<file path="config.mk">
export PLATFORM = sky130hd
export DESIGN_NAME = spike_ram_reader_flat
export DESIGN_NICKNAME = d
export VERILOG_FILES = /design/src/rtl/spike_mem_pkg.sv /design/src/rtl/spike_ram_reader_if.sv /design/src/rtl/spike_skid_fifo2.sv /design/src/rtl/spike_ram_reader.sv /design/src/flat_wrapper.sv
export SDC_FILE = /design/constraint.sdc
export NUM_CORES = 1
export LEC_CHECK = 0
export ABC_AREA = 0
export CORE_UTILIZATION = 45
export DETAILED_ROUTE_END_ITERATION = 16
export DONT_BUFFER_PORTS = 1
export SYNTH_ARGS = -nofsm -noshare
export SYNTH_HDL_FRONTEND = slang
export SYNTH_SLANG_ARGS = --single-unit
</file>
<file path="constraint.sdc">
create_clock -name clk -period 3.43 [get_ports clk]
set_clock_uncertainty 0.2 [all_clocks]
set_input_delay 0.343 -clock clk [delete_from_list [all_inputs] [get_ports clk]]
set_output_delay 0.343 -clock clk [all_outputs]
set_load 0.01 [all_outputs]
</file>
<file path="src/rtl/spike_mem_pkg.sv">
// Shared constants and FSM encoding for the spike memory read path.
package spike_mem_pkg;

  localparam int SPIKE_ADDR_W = 10;
  localparam int SPIKE_DATA_W = 8;

  typedef enum logic [1:0] {
    IDLE  = 2'd0,
    RUN   = 2'd1,
    DRAIN = 2'd2
  } state_t;

endpackage

</file>
<file path="src/rtl/spike_ram_reader_if.sv">
// Valid/ready stream carrying spike words and a last flag to the neuron core.
interface spike_ram_reader_if
  import spike_mem_pkg::*;
#(
  parameter int DATA_W = SPIKE_DATA_W
);

  logic              valid;
  logic              ready;
  logic [DATA_W-1:0] data;
  logic              last;

  modport master (output valid, output data, output last, input ready);
  modport slave  (input valid, input data, input last, output ready);

endinterface

</file>
<file path="src/rtl/spike_skid_fifo2.sv">
// Two-entry skid FIFO that absorbs the one-cycle RAM read latency under backpressure.
module spike_skid_fifo2
  import spike_mem_pkg::*;
#(
  parameter int DATA_W = SPIKE_DATA_W
) (
  input  logic              clk,
  input  logic              rst_n,
  input  logic              i_flush,
  input  logic              i_push,
  input  logic [DATA_W-1:0] i_din,
  input  logic              i_pop,
  output logic              o_valid,
  output logic [DATA_W-1:0] o_dout,
  output logic [1:0]        o_cnt
);

  logic [DATA_W-1:0] r_mem [2];
  logic              r_wrPtr;
  logic              r_rdPtr;
  logic [1:0]        r_cnt;
  logic              w_read;

  assign w_read  = i_pop & (r_cnt != 2'd0);
  assign o_valid = (r_cnt != 2'd0);
  assign o_dout  = r_mem[r_rdPtr];
  assign o_cnt   = r_cnt;

  // Flush drops any stored words; the upstream credit rule guarantees a push never finds the FIFO full.
  always_ff @(posedge clk or negedge rst_n) begin
    if (!rst_n) begin
      r_mem[0] <= '0;
      r_mem[1] <= '0;
      r_wrPtr  <= 1'b0;
      r_rdPtr  <= 1'b0;
      r_cnt    <= 2'd0;
    end else if (i_flush) begin
      r_wrPtr <= 1'b0;
      r_rdPtr <= 1'b0;
      r_cnt   <= 2'd0;
    end else begin
      if (i_push) begin
        r_mem[r_wrPtr] <= i_din;
        r_wrPtr        <= ~r_wrPtr;
      end
      if (w_read) begin
        r_rdPtr <= ~r_rdPtr;
      end
      r_cnt <= r_cnt + {1'b0, i_push} - {1'b0, w_read};
    end
  end

endmodule

</file>
<file path="src/rtl/spike_ram_reader.sv">
// Reads a wrapped block of words from the spike BRAM and streams them out with a last marker.
module spike_ram_reader
  import spike_mem_pkg::*;
#(
  parameter int ADDR_W = SPIKE_ADDR_W,
  parameter int DATA_W = SPIKE_DATA_W
) (
  input  logic               clk,
  input  logic               rst_n,
  input  logic               i_start,
  input  logic [ADDR_W-1:0]  i_base_addr,
  input  logic [ADDR_W:0]    i_length,
  input  logic               i_abort,
  output logic               o_busy,
  output logic               o_done,
  output logic [ADDR_W-1:0]  o_ram_addr,
  input  logic [DATA_W-1:0]  i_ram_dout,
  spike_ram_reader_if.master m_stream
);

  localparam logic [ADDR_W:0] CNT_ONE = (ADDR_W+1)'(1);

  state_t            r_state;
  state_t            w_nextState;
  logic [ADDR_W-1:0] r_addr;
  logic [ADDR_W:0]   r_issueCnt;
  logic [ADDR_W:0]   r_outCnt;
  logic              r_inflight;
  logic              r_done;
  logic              w_doneNext;
  logic              w_load;
  logic              w_flush;
  logic              w_pop;
  logic              w_issue;
  logic [2:0]        w_occupancy;
  logic              w_fifoValid;
  logic [DATA_W-1:0] w_fifoData;
  logic [1:0]        w_fifoCnt;

  // Buffered plus in-flight words, minus the one leaving now, must leave room for another read.
  assign w_pop       = w_fifoValid & m_stream.ready;
  assign w_occupancy = {1'b0, w_fifoCnt} + {2'b00, r_inflight} - {2'b00, w_pop};
  assign w_issue     = (r_state == RUN) & (r_issueCnt != '0) & (w_occupancy < 3'd2);

  always_comb begin
    w_nextState = r_state;
    w_doneNext  = 1'b0;
    w_load      = 1'b0;
    w_flush     = 1'b0;
    unique case (r_state)
      IDLE: begin
        if (i_start) begin
          if (i_length != '0) begin
            w_nextState = RUN;
            w_load      = 1'b1;
          end else begin
            w_doneNext = 1'b1;
          end
        end
      end
      RUN: begin
        if (i_abort) begin
          w_nextState = IDLE;
          w_doneNext  = 1'b1;
          w_flush     = 1'b1;
        end else if (w_issue && (r_issueCnt == CNT_ONE)) begin
          w_nextState = DRAIN;
        end
      end
      DRAIN: begin
        if (i_abort) begin
          w_nextState = IDLE;
          w_doneNext  = 1'b1;
          w_flush     = 1'b1;
        end else if (w_pop && (r_outCnt == CNT_ONE)) begin
          w_nextState = IDLE;
          w_doneNext  = 1'b1;
        end
      end
      default: w_nextState = IDLE;
    endcase
  end

  always_ff @(posedge clk or negedge rst_n) begin
    if (!rst_n) begin
      r_state    <= IDLE;
      r_addr     <= '0;
      r_issueCnt <= '0;
      r_outCnt   <= '0;
      r_inflight <= 1'b0;
      r_done     <= 1'b0;
    end else begin
      r_state    <= w_nextState;
      r_done     <= w_doneNext;
      r_inflight <= w_issue & ~w_flush;
      if (w_load) begin
        r_addr     <= i_base_addr;
        r_issueCnt <= i_length;
        r_outCnt   <= i_length;
      end else begin
        if (w_issue) begin
          r_addr     <= r_addr + ADDR_W'(1);
          r_issueCnt <= r_issueCnt - CNT_ONE;
        end
        if (w_pop) begin
          r_outCnt <= r_outCnt - CNT_ONE;
        end
      end
    end
  end

  spike_skid_fifo2 #(
    .DATA_W (DATA_W)
  ) u_fifo (
    .clk     (clk),
    .rst_n   (rst_n),
    .i_flush (w_flush),
    .i_push  (r_inflight),
    .i_din   (i_ram_dout),
    .i_pop   (w_pop),
    .o_valid (w_fifoValid),
    .o_dout  (w_fifoData),
    .o_cnt   (w_fifoCnt)
  );

  assign o_busy        = (r_state != IDLE);
  assign o_done        = r_done;
  assign o_ram_addr    = r_addr;
  assign m_stream.valid = w_fifoValid;
  assign m_stream.data  = w_fifoData;
  assign m_stream.last  = (r_outCnt == CNT_ONE) & w_fifoValid;

endmodule

</file>
<file path="src/flat_wrapper.sv">
// flat-port wrapper written by rule: the top's interface ports become plain ports
module spike_ram_reader_flat import spike_mem_pkg::*;
#(
  parameter int ADDR_W = SPIKE_ADDR_W,
  parameter int DATA_W = SPIKE_DATA_W
)
  (clk, rst_n, i_start, i_base_addr, i_length, i_abort, o_busy, o_done, o_ram_addr, i_ram_dout, m_stream_valid, m_stream_data, m_stream_last, m_stream_ready);
  spike_ram_reader_if #(.DATA_W(DATA_W)) m_stream_i ();
  input  logic clk;
  input  logic rst_n;
  input  logic i_start;
  input  logic [ADDR_W-1:0] i_base_addr;
  input  logic [ADDR_W:0] i_length;
  input  logic i_abort;
  output logic o_busy;
  output logic o_done;
  output logic [ADDR_W-1:0] o_ram_addr;
  input  logic [DATA_W-1:0] i_ram_dout;
  output wire logic [$bits(m_stream_i.valid)-1:0] m_stream_valid;
  output wire logic [$bits(m_stream_i.data)-1:0] m_stream_data;
  output wire logic [$bits(m_stream_i.last)-1:0] m_stream_last;
  input wire logic [$bits(m_stream_i.ready)-1:0] m_stream_ready;
  assign m_stream_valid = m_stream_i.valid;
  assign m_stream_data = m_stream_i.data;
  assign m_stream_last = m_stream_i.last;
  assign m_stream_i.ready = m_stream_ready;
  spike_ram_reader #(.ADDR_W(ADDR_W), .DATA_W(DATA_W)) u_core (.clk(clk), .rst_n(rst_n), .i_start(i_start), .i_base_addr(i_base_addr), .i_length(i_length), .i_abort(i_abort), .o_busy(o_busy), .o_done(o_done), .o_ram_addr(o_ram_addr), .i_ram_dout(i_ram_dout), .m_stream(m_stream_i));
endmodule
</file>
; ---- After elaboration in Yosys (flattened, before gate mapping)
; Cells that the tools add are included.
[classes]
n_addsub = 7
multipliers = 0
mux = 34
bitwise = 11
eq_ne = 8
shifts = 0
reduce_logical = 15
n_lt_le_gt_ge = 4
div = 0
[ops]
columns = cell, count
row1 = $mux W11, 4
row2 = $mux W8, 4
row3 = $eq A11 B1 Y1 const B, 2
row4 = $reduce_bool A11 Y1, 2
row5 = $sub A11 B1 Y11 const B, 2
row6 = $mux W10, 2
row7 = $bwmux W16, 1
row8 = $mux W2, 7
row9 = $mux W1, 13
row10 = $reduce_bool A2 Y1, 6
row11 = $add A10 B1 Y10 const B, 1
row12 = $demux W8 S1, 1
row13 = $and A1 B1 Y1, 6
row14 = $pmux W2 S3, 1
row15 = $ge A2 B2 Y1 const B, 2
row16 = $not A1 Y2, 2
row17 = $reduce_and A4 Y1, 1
row18 = $add A2 B1 Y3, 1
row19 = $logic_and A1 B1 Y1, 3
row20 = $lt A3 B2 Y1 const B, 1
row21 = $ne A3 B2 Y1 const B, 1
row22 = $ne A3 B3 Y1 const B, 1
row23 = $not A1 Y1, 3
row24 = $pmux W1 S3, 1
row25 = 11 further kinds, 11
[word_totals]
ff_bits = 56
romBits = 0
memories = 0
mem_bits_rw = 0
latchBits = 0

; ---- Longest topological paths before layout
; Gate-level depths: netlist of run 1.
[depth]
word_depth = 9
ltp_mapped = 14

; ---- Modules after synthesis
; Synthesis of run 1 repeated with hierarchy kept, for this count alone.
[hier_totals]
cells_unflattened = 303
hier_area_um2 = 3145.5
[by_module_without_submodules]
columns = module, area_each_um2, cells_each, instances
row1 = spike_ram_reader, 2224.6, 242, 1
row2 = spike_skid_fifo2, 920.9, 61, 1

; ---- Worst setup path after synthesis of run 1
; OpenSTA, ideal clock, no wires.
[synth_timing]
path_kind = register -> register
start = register u_core.u_fifo.r_cnt[1], in the netlist u_core.u_fifo.o_cnt[1]
end = register u_core.r_issueCnt[1]
t_arrival_ns = 2.782
path_buffers = 1
stages_incl_launch_ff = 14
slack_ns = 0.365
path_cell_list = dfrtp_1 > o21ai_2 > clkinv_1 > ha_1 > inv_1 > ha_1 > inv_1 > fa_1 > xnor2_1 > and3_1 > buf_4 > nand2_2 > mux2_2 > o21ai_0
[synth_via]
elab_chain_len = 6
elab_cells_between_ends = 7
cone_classes = add/sub (2) / order compare (1) / bitwise (2) / reduce/logical (2)
[synth_lines]
columns = element, line_no
row1 = start: declaration, spike_skid_fifo2.sv:21  ; logic [1:0] r_cnt;
row2 = start signal: assignment, spike_skid_fifo2.sv:49  ; r_cnt <= r_cnt + {1'b0, i_push} - {1'b0, w_read};
row3 = "parallel branches: the longest is 2 deep, another holds $add A2 B1 Y3", n/a
row4 = $sub A3 B1 Y3 (*), spike_ram_reader.sv:42  ; assign w_occupancy = {1'b0, w_fifoCnt} + {2'b00, r_inflight} - {2'b00, w_pop};
row5 = $lt A3 B2 Y1 (*), spike_ram_reader.sv:43  ; assign w_issue = (r_state == RUN) & (r_issueCnt != '0) & (w_occupancy < 3'd2);
row6 = $and A1 B1 Y1 (*), spike_ram_reader.sv:43
row7 = $reduce_bool A2 Y1 (no source line) (*), n/a
row8 = end signal: assignment, spike_ram_reader.sv:98  ; r_issueCnt <= i_length;
row9 = end signal: assignment, spike_ram_reader.sv:103  ; r_issueCnt <= r_issueCnt - CNT_ONE;
row10 = end: declaration, spike_ram_reader.sv:26  ; logic [ADDR_W:0] r_issueCnt;
; Every way passes the cells marked *.
; A chain may end at the register's enable or synchronous reset.

; ---- Final worst setup path of run 1
[layout_timing]
start = register u_core.u_fifo.r_cnt[1], in the netlist u_core.u_fifo.o_cnt[1]
end = register u_core.r_addr[2], in the netlist u_core.o_ram_addr[2]
[layout_via]
elab_chain_len = 6
elab_cells_between_ends = 7
cone_classes = add/sub (2) / order compare (1) / bitwise (2) / reduce/logical (2)
[layout_lines]
columns = element, line_no
row1 = "parallel branches: the longest is 2 deep, another holds $add A2 B1 Y3", n/a
row2 = $sub A3 B1 Y3 (*), spike_ram_reader.sv:42
row3 = $lt A3 B2 Y1 (*), spike_ram_reader.sv:43
row4 = $and A1 B1 Y1 (*), spike_ram_reader.sv:43
row5 = $reduce_bool A2 Y1 (no source line) (*), n/a
row6 = end signal: assignment, spike_ram_reader.sv:97  ; r_addr <= i_base_addr;
row7 = end signal: assignment, spike_ram_reader.sv:102  ; r_addr <= r_addr + ADDR_W'(1);
row8 = end: declaration, spike_ram_reader.sv:25  ; logic [ADDR_W-1:0] r_addr;
; Marks and branches as above.

==> metrics.yaml, run 1 <==
clk_pin_slew_worst_paths_ps: 110
ioPinCount: 56
seqPwrFrac_pct: 46.9
synthArstFlopShare_pct: 100
critical-path-top-delay-family: "adder cells"
core_area_um2: 6460
critPathKind: "reg -> reg"
syn-num-nets: 342
clockPowerShare_pct: 14.1
relSlewSlack_pct: 21.5
p_total_mw: 2.85
p_switching_mw: 1.16
die_y_um: 84.7
clkSinkCount: 56
cts_setup_buffers: 0
portBuffers: 0
h-tree-depth: 2
maxCapViolCount: 0
final_cells: 400
layout.nets: 370
yosysUniqueCellTypes: 43
dieArea_um2: 7170
tns_ps: 0
drive_gt1_share_pct: 15.2
max_freq_mhz: 322
synth_seq_cells: 56
worstPathRequired_ps: 3380
drt-total-wl_um: 6430
clk_latency_ps: 320
cpPeakStageDelay_ps: 480
via_count: 2233
placement_rows: 29
firstDrtPassIters: 12
synthTopCellsByArea: "dfrtp_1 46%, mux2_2 9.2%, xor2_1 6.6%"
powerDensity_nw_per_um2: 804
cp_slowest_cell: "dfrtp_1"
path_max_fanout: 9
startpoint_type: "flip-flop"
syn_area_um2: 3070
ir_worst_vdd_mv: 0.430
yosysTopAreaCellShare_pct: 45.6
grt_pass1_vias: 2227
drv_slew: 0
gp_congestion: 0.816
fin_crit_ps: 3110
syn_area_per_cell_um2: 10.5
endpoint_kind: "flip-flop"
whs_ps: 21.4
grt_use_total_pct: 19.1
postLayoutCoreUtil_pct: 54.8
status: "finished with violations"
grt_pass1_wl_um: 10700
yosys.area.top_type: "dfrtp_1"
critical_path_buf_inv_count: 4
synth-edff-count: 0
synthTopCellsByCount: "56 x dfrtp_1, 27 x a21oi_1, 25 x mux2_2"
setup_violations: 0
cts_root_buf: "clkbuf_8"
arrival_ps: 3050
synth.most_common_cell: "dfrtp_1"
swShare_pct: 40.6
area_growth_pct: 15.2
n_antenna_cell: 0
violations: "design-rule violations"
drc: 2
antenna_left: 0
start_util_pct: 47.6
cts_made_buffers: 5
viasPerCell: 5.58
dp_hpwl_um: 4490
place_inst: 363
p_leak_nw: 1.46
synthCells: 294
routedWlPerCell_um: 16.1
timing.final.crit_share_pct: 90.5
p_int_mw: 1.69
grt-ovfl-total: 0
grt_max_degree: 57
ys.warnings.count: 0
die_x_um: 84.7
yosysSeqAreaShare_pct: 45.6
synth-main-ff-cell: "dfrtp_1"
clk_path_buf_depth: 2
drt-initial-drc-count: 116
hp-class: "in -> reg"
antenna_found_initial: 0
finalHoldViolations: 0
cts_tree: "built"
worstMarginPinSlew_ps: 1170
worstPathCellList: "o21ai_4 > clkinv_1 > ha_1 > inv_1 > ha_1 > inv_1 > fa_1 > xnor2_1 > and3_2 > buf_4 > nand3_1 > xor2_1 > o21ai_0"
power_frac_comb_pct: 39.0
[cells in the final DEF, fill, tap and decap left out, types with 2 or more instances in the layout]
master         synthesis  final
dfrtp_1               56     56
nor2_1                20     20
nand4_1                6      6
nand3_1               12     12
and2_1                 3      3
nor3b_1                2      2
nor3_1                 4      4
ha_1                  13     13
mux2i_1                2      2
a21oi_1               27     27
or2_2                  2      2
and3_1                 8      7
nand2_1               19     19
inv_6                  0      2
a31oi_1                2      2
dlygate4sd3_1          0     28
xnor2_1               10     10
o21ai_0                8      8
inv_1                 10     10
xor2_1                23     23
buf_4                  3      2
nor2b_1                3      3
clkbuf_8               0      6
nor4_1                 4      4
and4_1                 2      2
a41oi_1                2      2
o21ai_1                3      3
nor4_2                 3      3
mux2_2                25     25
nand2b_1               2      2
[state kept, by name, summed over array words and instances, names as in the netlist, 2 cells and up]
| signal | flops |
|---|---|
| u_core.u_fifo.r_mem | 16 |
| u_core.r_issueCnt | 11 |
| u_core.r_outCnt | 11 |
| u_core.o_ram_addr | 10 |
| u_core.r_state | 2 |
| u_core.u_fifo.o_cnt | 2 |
[kinds of logic after synthesis]
kind of cell / count (synthesis) / synth area share [%]
AND/OR/NAND/NOR: 97 / 17.7
flip-flops: 56 / 45.6
AO/OA/AOI/OAI: 46 / 8.26
XOR/XNOR: 33 / 9.40
multiplexers: 27 / 9.81
buffers and inverters: 21 / 3.34
adder cells (fa/ha/maj): 14 / 5.94
[cell type report]
| type | instances | area, um2 |
|---|---|---|
| tap | 77 | 96.3 |
| fill | 586 | 2920 |
| timing repair buffer | 31 | 323 |
| clock inverter | 2 | 17.5 |
| inverter | 11 | 41.3 |
| multi-input combinational | 217 | 1580 |
| sequential | 56 | 1400 |
| clock buffer | 6 | 82.6 |
[power groups by stage]
stage | logic (mW) | clock network (mW) | registers [mW]
2_1_floorplan | 0.923 | 0 | 1.25
3_3_place_gp | 1.03 | 0 | 1.34
3_5_place_dp | 1.05 | 0 | 1.35
4_1_cts | 1.11 | 0.416 | 1.33
5_1_grt | 1.26 | 0.435 | 1.39
6_report | 1.11 | 0.401 | 1.33
[metrics by stage]
| step | setup WS (ps) | instance area, um2 |
|---|---|---|
| 2_1_floorplan | 365 | 3070 |
| 3_3_place_gp | 285 | 3120 |
| 3_5_place_dp | 216 | 3120 |
| 4_1_cts | 176 | 3530 |
| 5_1_grt | -3.42 | 3540 |
| 6_report | 324 | 3540 |
[worst register-to-register path, cell delays in order, from the launching register on]
cell and delay, ps:
dfrtp_1 480, o21ai_4 230, clkinv_1 120, ha_1 280, inv_1 60, ha_1 130, inv_1 60, fa_1 370
xnor2_1 180, and3_2 320, buf_4 180, nand3_1 90, xor2_1 140, o21ai_0 90
[layer usage]
layer  GRT usage, %  share of wire, %  vias to the layer above
li1               -                 -                     1092
met1           27.0                47                     1084
met2           29.9                46                       50
met3           4.13               5.5                        7
met4           5.55               1.2                        0
met5              0                 0                        -
[final timing paths]
check | startpoint | endpoint | cells after the start | slack (ps)
max in group asynchronous | rst_n | u_core.r_state[1]$_DFFE_PN0P_ | 2 | 2450
max reg2reg | u_core.u_fifo.o_cnt[1]$_DFF_PN0_ | u_core.o_ram_addr[2]$_DFFE_PN0P_ | 13 | 320
max | u_core.u_fifo.o_cnt[1]$_DFF_PN0_ | u_core.o_ram_addr[2]$_DFFE_PN0P_ | 13 | 320
min reg2reg | u_core.u_fifo.r_mem[2]$_DFFE_PN0P_ | u_core.u_fifo.r_mem[2]$_DFFE_PN0P_ | 1 | 310
min in group asynchronous | rst_n | u_core.r_outCnt[7]$_DFFE_PN0P_ | 2 | 320
min | i_length[7] | u_core.r_outCnt[7]$_DFFE_PN0P_ | 2 | 20
[repair_timing]
action                                  CTS  global route
resized for setup                         0             2
hold buffers                             29             0
endpoints found under the hold margin    95             0
endpoints found under the setup margin    0            10
Note: power is estimated with default switching activity, not from simulation.
==> run 2: changes to the inputs <==
Clock period 3.43 ns to 2.9 ns, I/O delays scaled along.
==> run 2 against run 1 <==
The run still ends with design-rule violations left. Cell area up 4.1%. Via count fell by 0.49%. Total power grew 23%. Die area did not move. Wire length up 0.58%. Largest cell class unchanged. Sequential power rose by 18%. Flip-flop and latch count did not move. First-iteration DRC count increased by 23%. Maximum frequency grew 11%. Highest routed layer unchanged. Non-clock buffer count up 8. Setup slack worse by 230 ps. Largest power group unchanged.
==> metrics.yaml, run 2 (same netlist as run 1, synthesis figures left out) <==
status: "finished with violations"
violations: "design-rule violations"
worstPathRequired_ps: 2850
rrSetupSlack_ps: 90
via_count: 2222
drive_gt1_share_pct: 19.0
grt_use_total_pct: 19.3
die_y_um: 84.7
worstMarginPinSlew_ps: 1110
firstDrtPassIters: 10
cts_setup_buffers: 0
clk_path_buf_depth: 2
setup_violations: 0
largest_reg_flops: 16
antenna_found_initial: 0
h-tree-depth: 2
regMostFlops: "u_core.u_fifo.r_mem"
dp_hpwl_um: 4440
grt_max_degree: 57
placement_rows: 29
n_antenna_cell: 0
reg_top3: "u_core.u_fifo.r_mem x16, u_core.r_issueCnt x11, u_core.r_outCnt x11"
layout_commonest_cell: "dfrtp_1"
drc: 1
grt-ovfl-total: 0
hp-class: "in -> reg"
clk_latency_ps: 310
viasPerCell: 5.45
arrival_ps: 2750
ir_worst_vdd_mv: 0.563
core_area_um2: 6460
timing.final.crit_share_pct: 96.7
final_cell_mix: "55 x dfrtp_1, 31 x dlygate4sd3_1, 27 x a21oi_1"
clkSinkCount: 56
path_max_fanout: 7
startpoint_type: "flip-flop"
antenna_left: 0
endpoint_kind: "flip-flop"
maxCapViolCount: 0
drv_slew: 0
cts_made_buffers: 5
max_freq_mhz: 356
tns_ps: 0
final_cells: 408
ioPinCount: 56
clk_pin_slew_worst_paths_ps: 100
die_x_um: 84.7
grt_pass1_vias: 2280
p_total_mw: 3.50
drt-initial-drc-count: 143
drt-total-wl_um: 6470
portBuffers: 0
relSlewSlack_pct: 25.5
grt_pass1_wl_um: 10900
dieArea_um2: 7170
area_growth_pct: 19.9
finalHoldViolations: 0
cts_root_buf: "clkbuf_8"
powerDensity_nw_per_um2: 950
place_inst: 367
p_leak_nw: 1.51
fin_crit_ps: 2810
critPathKind: "reg -> reg"
routedWlPerCell_um: 15.9
layout.nets: 378
gp_congestion: 0.779
start_util_pct: 47.6
cts_tree: "built"
## run 2: cell count changes in the layout (fill, tap and decap cells not counted), moves of 2 or more
| cell | before | now |
|---|---|---|
| ha_1 | 13 | 11 |
| inv_1 | 10 | 8 |
| buf_4 | 2 | 5 |
| ha_4 | 0 | 2 |
| dlygate4sd3_1 | 28 | 31 |
| inv_2 | 0 | 2 |
## run 2: worst max-delay path, cell delays in order (launching register included)
cell	delay, ps
dfrtp_2	440
o21ai_4	170
clkinv_2	100
ha_4	210
inv_2	60
ha_4	130
inv_2	40
fa_2	390
xnor2_2	180
and3_4	270
buf_8	130
nand4_1	90
xor2_1	150
o21ai_0	90
## run 2: what timing repair did
item | CTS | global route
resized for setup | 1 | 11
setup endpoints to repair | 10 | 16
pin swaps | 0 | 6
endpoints found under the hold margin | 110 | 0
cloned | 0 | 1
hold buffers | 32 | 0
## run 2: final timing paths
check,cells after the start,endpoint,startpoint
max in group asynchronous,2,u_core.u_fifo.o_cnt[1]$_DFF_PN0_,rst_n
max reg2reg,13,u_core.o_ram_addr[8]$_DFFE_PN0P_,u_core.u_fifo.o_cnt[1]$_DFF_PN0_
min reg2reg,1,u_core.u_fifo.r_mem[2]$_DFFE_PN0P_,u_core.u_fifo.r_mem[2]$_DFFE_PN0P_
min,2,u_core.r_state[1]$_DFFE_PN0P_,i_abort
max,13,u_core.o_ram_addr[8]$_DFFE_PN0P_,u_core.u_fifo.o_cnt[1]$_DFF_PN0_
min in group asynchronous,2,u_core.r_outCnt[6]$_DFFE_PN0P_,rst_n
## run 2: power breakdown
part           switching, mW  internal [mW]  total, mW
Clock                  0.267          0.201      0.468
Sequential             0.410           1.16       1.57
Combinational          0.716          0.749       1.46
## run 2: layer usage
metal | track usage (%) | up-vias | part of all wire, % | routed length [um]
met5 | 0 | - | 0 | 0
met2 | 31.8 | 51 | 47 | 3060
met4 | 4.01 | 0 | 0.40 | 26
met3 | 4.42 | 4 | 5.3 | 342
met1 | 26.1 | 1065 | 47 | 3040
li1 | - | 1102 | - | -
## run 2: cell type report
type / count / area (um2)
clock buffer: 6 / 82.6
clock inverter: 2 / 17.5
fill: 574 / 2770
inverter: 11 / 42.5
multi-input combinational: 217 / 1630
sequential: 56 / 1400
tap: 77 / 96.3
timing repair buffer: 39 / 415
## run 2: metrics by stage
stage / utilization [%] / cell area [um2] / hold WS [ps] / setup WS [ps]
2_1_floorplan: - / 3090 / -206 / 16.6
3_3_place_gp: 49.1 / 3170 / -204 / 23.0
3_5_place_dp: 49.1 / 3170 / -204 / -14.8
4_1_cts: 55.9 / 3610 / 16.3 / 24.0
5_1_grt: 57.1 / 3680 / 2.24 / -34.4
6_report: 57.1 / 3680 / 16.9 / 94.5
==> run 3: changes to the inputs <==
Settings changed: CORE_ASPECT_RATIO set to 1.75.
==> run 3 against run 2 <==
The flow finishes with violations (negative hold slack). Count of clock-buffer cells in the layout did not move. Setup slack got worse by 11 ps. Clock power grew 50%. Combinational power increased by 3%. Register-to-register slack about the same. Critical path depth unchanged. First-iteration DRC count is 43% lower. Global-route usage grew 0.90 points. Flip-flop and latch count stayed put. Total power rose by 8.2%. Non-clock buffer count shrank 3. Via count rose by 2.4%. Largest power group unchanged. Highest routed layer unchanged.
==> metrics.yaml, run 3 (same netlist as run 1, synthesis figures left out) <==
status: "finished with violations"
violations: "negative hold slack"
drive_gt1_share_pct: 18.9
arrival_ps: 2850
rrSetupSlack_ps: 80
gp_congestion: 0.737
worstMarginPinSlew_ps: 1260
regMostFlops: "u_core.u_fifo.r_mem"
portBuffers: 0
h-tree-depth: 2
drt-total-wl_um: 6880
met2_usage_pct: 37.9
grt_pass1_wl_um: 11100
cts_root_buf: "clkbuf_16"
cp-endpoint: "u_core.r_issueCnt[1]$_DFFE_PN0P_"
layout.nets: 375
cts_made_buffers: 5
die_y_um: 111
grt_use_total_pct: 20.2
reg2regPathDepth: 13
fill_cells: 572
viasPerCell: 5.55
tns_ps: 0
gr-usage-met1_pct: 21.1
antenna_left: 0
reg_top3: "u_core.u_fifo.r_mem x16, u_core.r_issueCnt x11, u_core.r_outCnt x11"
clk_pin_slew_worst_paths_ps: 80
placement_rows: 39
finalHoldViolations: 1
worstPathRequired_ps: 2930
busiest_layer: "met2"
maxCapViolCount: 0
max_freq_mhz: 355
drc: 0
critPathKind: "reg -> reg"
start_util_pct: 46.7
reg2reg_from: "u_core.u_fifo.o_cnt[1]$_DFF_PN0_"
postLayoutCoreUtil_pct: 56.8
ioPinCount: 56
grt_max_degree: 57
largest_reg_flops: 16
ir_worst_vdd_mv: 0.653
dp_hpwl_um: 4720
antenna_found_initial: 0
dieArea_um2: 7180
layout_commonest_cell: "dfrtp_1"
clkSinkCount: 56
via_count: 2276
final_area_um2: 3740
final_cell_mix: "55 x dfrtp_1, 27 x a21oi_1, 27 x dlygate4sd3_1"
startpoint: "u_core.u_fifo.o_cnt[1]$_DFF_PN0_"
timing.final.crit_share_pct: 97.1
endpoint_kind: "flip-flop"
powerDensity_nw_per_um2: 1010
clk_latency_ps: 300
drt-initial-drc-count: 81
grt_use_met3_pct: 4.30
path_max_fanout: 8
p_total_mw: 3.79
routedWlPerCell_um: 16.8
p_leak_nw: 1.54
grt_pass1_vias: 2411
reg2reg_to: "u_core.r_issueCnt[1]$_DFFE_PN0P_"
area_growth_pct: 21.7
startpoint_type: "flip-flop"
drv_slew: 0
rsz0062_at_grt: "no"
setup_violations: 0
relSlewSlack_pct: 15.7
hp-class: "in -> reg"
fin_crit_ps: 2820
clk_path_buf_depth: 2
die_x_um: 64.5
firstDrtPassIters: 4
cts_tree: "built"
whs_ps: -1.41
grt-ovfl-total: 0
n_antenna_cell: 0
core_area_um2: 6590
placed_area_um2: 3180
## run 3: cell types whose count changed in the layout (fill, tap and decap cells not counted), sizes merged
| cell | before | now |
|---|---|---|
| clkinv | 1 | 0 |
| bufinv | 0 | 1 |
| dlygate4sd3 | 31 | 27 |
| buf | 7 | 8 |
## run 3: how the worst min path moves through the flow
| stage | startpoint | to | cells past startpoint |
|---|---|---|---|
| floorplan | rst_n | u_core.o_done$_DFF_PN0_ | 0 |
| global placement | rst_n | u_core.o_ram_addr[8]$_DFFE_PN0P_ | 0 |
| detailed placement | rst_n | u_core.o_ram_addr[8]$_DFFE_PN0P_ | 0 |
| CTS | i_length[8] | u_core.r_outCnt[8]$_DFFE_PN0P_ | 2 |
| global route | i_length[0] | u_core.r_issueCnt[0]$_DFFE_PN0P_ | 2 |
| finish | i_length[8] | u_core.r_outCnt[8]$_DFFE_PN0P_ | 2 |
## run 3: what timing repair did
item	in CTS	in global routing
pin swaps	1	6
hold buffers	28	0
endpoints found under the setup margin	1	20
gates cloned	0	1
resized for setup	0	14
endpoints found under the hold margin	97	0
setup buffers	0	2
## run 3: routing by layer
metal	wire (um)	vias up
met3	290	10
met5	0	-
met4	142	0
met2	3850	57
met1	2590	1117
li1	-	1092
## run 3: layout make-up
cell class,instances,area (um2),area share (%)
Multi-Input combinational cell,217,1640,43.7
Clock buffer,6,129,3.44
Sequential cell,56,1400,37.5
Clock inverter,2,38.8,1.04
Timing Repair Buffer,36,388,10.4
Inverter,11,43.8,1.17
Tap cell,82,103,2.74
## run 3: per-stage QoR
| step | setup WS [ps] | hold slack, ps | std cells |
|---|---|---|---|
| 2_1_floorplan | 16.6 | -206 | 294 |
| 3_3_place_gp | 55.3 | -204 | 371 |
| 3_5_place_dp | -2.33 | -204 | 371 |
| 4_1_cts | 24.1 | 2.12 | 407 |
| 5_1_grt | 4.34 | 22.4 | 410 |
| 6_report | 83.1 | -1.41 | 410 |
## run 3: report_power, final
part	switching [mW]	leakage [nW]	total (mW)	internal, mW
sequential	0.416	0.669	1.58	1.16
combinational	0.733	0.789	1.51	0.776
clock	0.290	0.0815	0.702	0.412
total	1.44	1.54	3.79	2.35
## run 3: critical path, cell delays in order (launching register included)
cell     delay (ps)
dfrtp_2         420
o21ai_4         180
inv_4            50
ha_4            200
inv_1            50
ha_2            160
inv_2            50
fa_2            390
xnor2_2         180
and3_4          250
buf_12          140
nand2_8          60
mux2_4          310
o21ai_1         110
